==> config.mk <==
export PLATFORM = sky130hd
export DESIGN_NAME = tri_scan_sched
export DESIGN_NICKNAME = d
export VERILOG_FILES = /design/src/rtl/tri_pkg.sv /design/src/rtl/tri_bbox.sv /design/src/rtl/tri_scan_sched.sv
export SDC_FILE = /design/constraint.sdc
export NUM_CORES = 1
export LEC_CHECK = 0
export BUFFER_PORTS_ARGS = -buffer_cell sky130_fd_sc_hd__buf_4
export CORE_MARGIN = 3
export CORE_UTILIZATION = 60
export DETAILED_ROUTE_END_ITERATION = 6
export PLACE_DENSITY_LB_ADDON = 0.3
export SLEW_MARGIN = 20
export SYNTH_ARGS = -nofsm -noshare
export SYNTH_HDL_FRONTEND = slang
export SYNTH_SLANG_ARGS = --single-unit
==> constraint.sdc <==
create_clock -name clk -period 5.3 [get_ports clk]
set_clock_uncertainty 0.1 [all_clocks]
set_input_delay 0.53 -clock clk [delete_from_list [all_inputs] [get_ports clk]]
set_output_delay 0.53 -clock clk [all_outputs]
set_load 0.01 [all_outputs]
==> src/rtl/tri_pkg.sv <==
// rtl/tri_pkg.sv - shared state encodings and parameter defaults for the triangle scan scheduler
package tri_pkg;

  localparam int CW_DEF      = 3;
  localparam int MAX_OUT_DEF = 4;
  localparam int HCW_DEF     = 7;

  typedef enum logic [2:0] {
    ST_IDLE  = 3'd0,
    ST_LOAD  = 3'd1,
    ST_BBOX  = 3'd2,
    ST_SCAN  = 3'd3,
    ST_DRAIN = 3'd4,
    ST_DONE  = 3'd5
  } state_e;

endpackage

==> src/rtl/tri_bbox.sv <==
// rtl/tri_bbox.sv - combinational unsigned min/max of three coordinates
module tri_bbox
  import tri_pkg::*;
#(
  parameter int CW = CW_DEF
) (
  input  logic [CW-1:0] a,
  input  logic [CW-1:0] b,
  input  logic [CW-1:0] c,
  output logic [CW-1:0] min_o,
  output logic [CW-1:0] max_o
);

  logic [CW-1:0] min_ab;
  logic [CW-1:0] max_ab;

  always_comb begin
    min_ab = (a < b) ? a : b;
    max_ab = (a > b) ? a : b;
    min_o  = (min_ab < c) ? min_ab : c;
    max_o  = (max_ab > c) ? max_ab : c;
  end

endmodule

==> src/rtl/tri_scan_sched.sv <==
// rtl/tri_scan_sched.sv - loads three vertices, walks their bounding box row-major
// into the inside-test PE with a cap on requests in flight, and counts hits
module tri_scan_sched
  import tri_pkg::*;
#(
  parameter int CW      = CW_DEF,
  parameter int MAX_OUT = MAX_OUT_DEF,
  parameter int HCW     = HCW_DEF
) (
  input  logic           clk,
  input  logic           rst,
  input  logic           nt,
  input  logic [CW-1:0]  xi,
  input  logic [CW-1:0]  yi,
  output logic           busy,
  output logic           cand_valid,
  input  logic           cand_ready,
  output logic [CW-1:0]  cand_x,
  output logic [CW-1:0]  cand_y,
  input  logic           pe_ret_valid,
  input  logic           pe_ret_hit,
  output logic [HCW-1:0] hit_cnt,
  output logic           done
);

  localparam int OW = $clog2(MAX_OUT + 1);
  localparam logic [OW-1:0] MAX_OUT_W = OW'(MAX_OUT);

  state_e state_q, state_d;
  logic [1:0]     load_cnt_q, load_cnt_d;
  logic [CW-1:0]  v0x_q, v0y_q, v1x_q, v1y_q, v2x_q, v2y_q;
  logic [CW-1:0]  v0x_d, v0y_d, v1x_d, v1y_d, v2x_d, v2y_d;
  logic [CW-1:0]  xmin_q, xmax_q, ymin_q, ymax_q;
  logic [CW-1:0]  xmin_d, xmax_d, ymin_d, ymax_d;
  logic [CW-1:0]  cand_x_q, cand_x_d, cand_y_q, cand_y_d;
  logic [OW-1:0]  out_q, out_d;
  logic [HCW-1:0] hit_q, hit_d;

  logic [CW-1:0]  bx_min, bx_max, by_min, by_max;
  logic           issue, ret_ok, last_issue, counting;

  tri_bbox #(.CW(CW)) u_bbox_x (
    .a(v0x_q), .b(v1x_q), .c(v2x_q), .min_o(bx_min), .max_o(bx_max)
  );

  tri_bbox #(.CW(CW)) u_bbox_y (
    .a(v0y_q), .b(v1y_q), .c(v2y_q), .min_o(by_min), .max_o(by_max)
  );

  // Returns outside SCAN/DRAIN or with nothing in flight are stray and dropped.
  always_comb begin
    counting   = (state_q == ST_SCAN) || (state_q == ST_DRAIN);
    issue      = cand_valid && cand_ready;
    ret_ok     = pe_ret_valid && counting && (out_q != '0);
    last_issue = issue && (cand_x_q == xmax_q) && (cand_y_q == ymax_q);
  end

  always_ff @(posedge clk) begin
    if (rst) state_q <= ST_IDLE;
    else     state_q <= state_d;
  end

  always_comb begin
    state_d = state_q;
    case (state_q)
      ST_IDLE:  if (nt) state_d = ST_LOAD;
      ST_LOAD:  if (load_cnt_q == 2'd1) state_d = ST_BBOX;
      ST_BBOX:  state_d = ST_SCAN;
      ST_SCAN:  if (last_issue) state_d = ST_DRAIN;
      ST_DRAIN: if ((out_q == '0) || ((out_q == OW'(1)) && ret_ok)) state_d = ST_DONE;
      ST_DONE:  state_d = ST_IDLE;
      default:  state_d = ST_IDLE;
    endcase
  end

  always_comb begin
    busy       = (state_q != ST_IDLE);
    cand_valid = (state_q == ST_SCAN) && (out_q < MAX_OUT_W);
    done       = (state_q == ST_DONE);
  end

  always_comb begin
    load_cnt_d = load_cnt_q;
    v0x_d = v0x_q;  v0y_d = v0y_q;
    v1x_d = v1x_q;  v1y_d = v1y_q;
    v2x_d = v2x_q;  v2y_d = v2y_q;
    xmin_d = xmin_q;  xmax_d = xmax_q;
    ymin_d = ymin_q;  ymax_d = ymax_q;
    cand_x_d = cand_x_q;
    cand_y_d = cand_y_q;
    out_d    = out_q;
    hit_d    = hit_q;

    case (state_q)
      ST_IDLE: if (nt) begin
        v0x_d      = xi;
        v0y_d      = yi;
        load_cnt_d = 2'd0;
        hit_d      = '0;
      end
      ST_LOAD: begin
        if (load_cnt_q == 2'd0) begin
          v1x_d = xi;  v1y_d = yi;
        end else begin
          v2x_d = xi;  v2y_d = yi;
        end
        load_cnt_d = load_cnt_q + 2'd1;
      end
      ST_BBOX: begin
        xmin_d   = bx_min;  xmax_d = bx_max;
        ymin_d   = by_min;  ymax_d = by_max;
        cand_x_d = bx_min;
        cand_y_d = by_min;
      end
      ST_SCAN: if (issue) begin
        if (cand_x_q != xmax_q) begin
          cand_x_d = cand_x_q + CW'(1);
        end else begin
          cand_x_d = xmin_q;
          cand_y_d = cand_y_q + CW'(1);
        end
      end
      default: ;
    endcase

    if (issue && !ret_ok)      out_d = out_q + OW'(1);
    else if (!issue && ret_ok) out_d = out_q - OW'(1);

    if (ret_ok && pe_ret_hit) hit_d = hit_q + HCW'(1);
  end

  always_ff @(posedge clk) begin
    if (rst) begin
      load_cnt_q <= '0;
      v0x_q <= '0;  v0y_q <= '0;
      v1x_q <= '0;  v1y_q <= '0;
      v2x_q <= '0;  v2y_q <= '0;
      xmin_q <= '0;  xmax_q <= '0;
      ymin_q <= '0;  ymax_q <= '0;
      cand_x_q <= '0;
      cand_y_q <= '0;
      out_q    <= '0;
      hit_q    <= '0;
    end else begin
      load_cnt_q <= load_cnt_d;
      v0x_q <= v0x_d;  v0y_q <= v0y_d;
      v1x_q <= v1x_d;  v1y_q <= v1y_d;
      v2x_q <= v2x_d;  v2y_q <= v2y_d;
      xmin_q <= xmin_d;  xmax_q <= xmax_d;
      ymin_q <= ymin_d;  ymax_q <= ymax_d;
      cand_x_q <= cand_x_d;
      cand_y_q <= cand_y_d;
      out_q    <= out_d;
      hit_q    <= hit_d;
    end
  end

  assign cand_x  = cand_x_q;
  assign cand_y  = cand_y_q;
  assign hit_cnt = hit_q;

endmodule

==> impl_metrics.tcl <==
set metrics [dict create \
    largest_reg_flops 7 \
    gr-usage-met2_pct 37.5 \
    mostFrequentLayoutCell "dfxtp_1" \
    fillers 370 \
    worstSetupPathType "reg -> reg" \
    num_rows 24 \
    numCtsBuffers 5 \
    die_h_um 76.4 \
    drc 0 \
    die_area_um2 5830 \
    grt_pass1_wl_mm 11.0 \
    use_met3_pct 4.73 \
    max_freq_ghz 0.333 \
    finalNetCount 405 \
    min_period_ns 3.00 \
    worstPathMaxFanout 5 \
    status "finished, final reports clean" \
    holdBufCountCts 0 \
    final-hold-violation-count 0 \
    rsz0062_at_grt "no" \
    grt_max_degree 43 \
    maxCapViolCount 0 \
    gp_congestion 0.885 \
    vias_per_cell 5.95 \
    ir_drop_mv 0.176 \
    initial_core_util_pct 65.1 \
    overflow 0 \
    hpwl_mm 4.64 \
    clk_path_buf_depth 2 \
    final_cell_mix "dfxtp_1, nor2_1, mux2i_1, buf_4, ha_1" \
    ioPinCount 28 \
    startpoint_type "flop" \
    clock_sinks 48 \
    internal_power_uw 662 \
    report.final.slew_viol_count 0 \
    syn_nets 382 \
    synthArstFlopShare_pct 0 \
    powerDensity_nw_per_um2 302 \
    p_seq_share_pct 41.2 \
    cts_root_buf "clkbuf_8" \
    tns_ns 0 \
    firstDrtPassIters 4 \
    p_total_uw 999 \
    ctsResizeCount 0 \
    portBuffers 27 \
    coreArea_um2 4560 \
    synthToLayoutAreaGrowth_pct 11.3 \
    syn_area_um2 2970 \
    drt_iter0_markers 144 \
    setup_viol 0 \
    post_cts_buffers 0 \
    htreeDepth 2 \
    ant_nets 0 \
    top_usage_layer "met2" \
    yosys.cell_types.count 55 \
    worst_setup_path_end_kind "flop" \
    antenna_found_initial 0 \
    pwr-share-comb_pct 31.4 \
    yosysWarnings 0 \
    grt_pass1_vias 2406 \
    synth_edf_count 0 \
    syn_avg_cell_area_um2 8.63 \
    tritoncts "done" \
    synth.yosys.seq_area_share_pct 32.4 \
    synthCells 344 \
    p_clk_share_pct 27.4 \
    die_x_um 76.4 \
    clkSlewWorstSetupHoldPaths_ns 0.10 \
    wl_mm 6.56 \
    synth_flop_cell "dfxtp_1" \
    wl_per_cell_um 15.1 \
    yosys_register_bits 48 \
    drive_gt1_share_pct 13.6 \
    cp.required_ns 5.40 \
    diodes 0 \
    holdCritPathClass "in -> reg" \
    sw_frac_of_total_pct 33.7 \
    timing.final.crit_share_pct 56.7 \
    arrival_ns 3.11 \
    tightestPinTransition_ns 0.751 \
    clk_latency_ns 0.31 \
    via_count 2575 \
    p_sw_uw 337 \
    grt.met1_usage_pct 29.8 \
    grt_use_total_pct 22.9 \
    slew_headroom_pct 49.5 \
    leakage_nw 1.36 \
]
## metal layers
| layer | routed length, um | up-vias |
|---|---|---|
| met2 | 3120 | 63 |
| met1 | 3020 | 1223 |
| met5 | 0 | - |
| li1 | - | 1282 |
| met4 | 70 | 0 |
| met3 | 348 | 7 |
## worst max-delay path, stage by stage (launching register included)
cell and delay [ns]:
dfxtp_1 0.36, inv_1 0.07, ha_1 0.34, a21oi_1 0.14, a32oi_1 0.29, mux2_2 0.40
ha_1 0.30, nor2b_1 0.16, o21ai_0 0.10, a32oi_1 0.33, mux2i_1 0.23, o21ai_0 0.08
## worst paths after layout
check / cells after the start / startpoint / to / slack, ns
min: 3 / xi[0] / v2x_q[0]$_SDFFE_PP0P_ / 0.37
max reg2reg: 11 / v1x_q[2]$_SDFFE_PP0P_ / xmax_q[2]$_SDFFE_PP0P_ / 2.30
max: 11 / v1x_q[2]$_SDFFE_PP0P_ / xmax_q[2]$_SDFFE_PP0P_ / 2.30
min reg2reg: 2 / xmin_q[1]$_SDFFE_PP0P_ / xmin_q[1]$_SDFFE_PP0P_ / 0.38
## cells in the mapped netlist (all sizes together) (2+ instances only)
library cell,instances,area [um2]
or3,3,18.8
and2,3,21.3
a21o,2,15.0
a32oi,4,35.0
nor3b,2,20.0
o21ai,24,120
and3b,2,17.5
clkbuf,3,11.3
nand3b,4,30.0
ha,26,325
a31oi,6,37.5
a21oi,20,104
o21a,8,60.1
o211ai,3,22.5
o31ai,2,15.0
buf,8,48.8
inv,22,82.6
and3,5,31.3
dfxtp,48,961
nand2,16,60.1
a211oi,3,27.5
nor3,5,25.0
mux2,5,56.3
nor2b,6,40.0
nor2,42,158
mux2i,28,280
xor2,2,17.5
nor4,2,27.5
xnor2,8,70.1
o2111ai,2,35.0
nand3,19,100
## stage by stage
stage          cell area, um2  util (%)  worst slack (ns)  instances  hold WS (ns)
2_1_floorplan            2970         -              2.64        344         0.333
6_report                 3310      72.4              2.30        433         0.367
4_1_cts                  3310      72.4              2.34        433         0.369
3_3_place_gp             3190      70.0              2.51        425         0.344
5_1_grt                  3310      72.4              2.06        433         0.388
3_5_place_dp             3190      70.0              2.36        425         0.356
## power groups by stage
stage | Combinational (mW) | Clock (mW) | Sequential, mW
2_1_floorplan | 0.251 | 0 | 0.408
3_3_place_gp | 0.297 | 0 | 0.419
3_5_place_dp | 0.308 | 0 | 0.420
4_1_cts | 0.310 | 0.275 | 0.411
5_1_grt | 0.349 | 0.289 | 0.416
6_report | 0.314 | 0.273 | 0.412
## final cells by class
| type | count | area [um2] | share of cell area (%) |
|---|---|---|---|
| Multi-Input combinational cell | 263 | 1870 | 56.5 |
| Sequential cell | 48 | 961 | 29.1 |
| Timing Repair Buffer | 27 | 203 | 6.13 |
| Inverter | 22 | 82.6 | 2.50 |
| Tap cell | 65 | 81.3 | 2.46 |
| Clock buffer | 5 | 68.8 | 2.08 |
| Clock inverter | 3 | 42.5 | 1.29 |
## cell families (layout without fill, tap and decap cells)
| group | Yosys count | in the layout | synth area share [%] |
|---|---|---|---|
| AOI/OAI and AO/OA | 82 | 82 | 18.4 |
| xor gates and xnor gates | 10 | 10 | 2.95 |
| adders and majority gates | 26 | 26 | 11.0 |
| buffers and inverters | 33 | 57 | 4.80 |
| DFF | 48 | 48 | 32.4 |
| muxes | 33 | 33 | 11.3 |
| and+or+nand+nor | 112 | 112 | 19.3 |
Note: power is estimated with default switching activity, not from simulation.
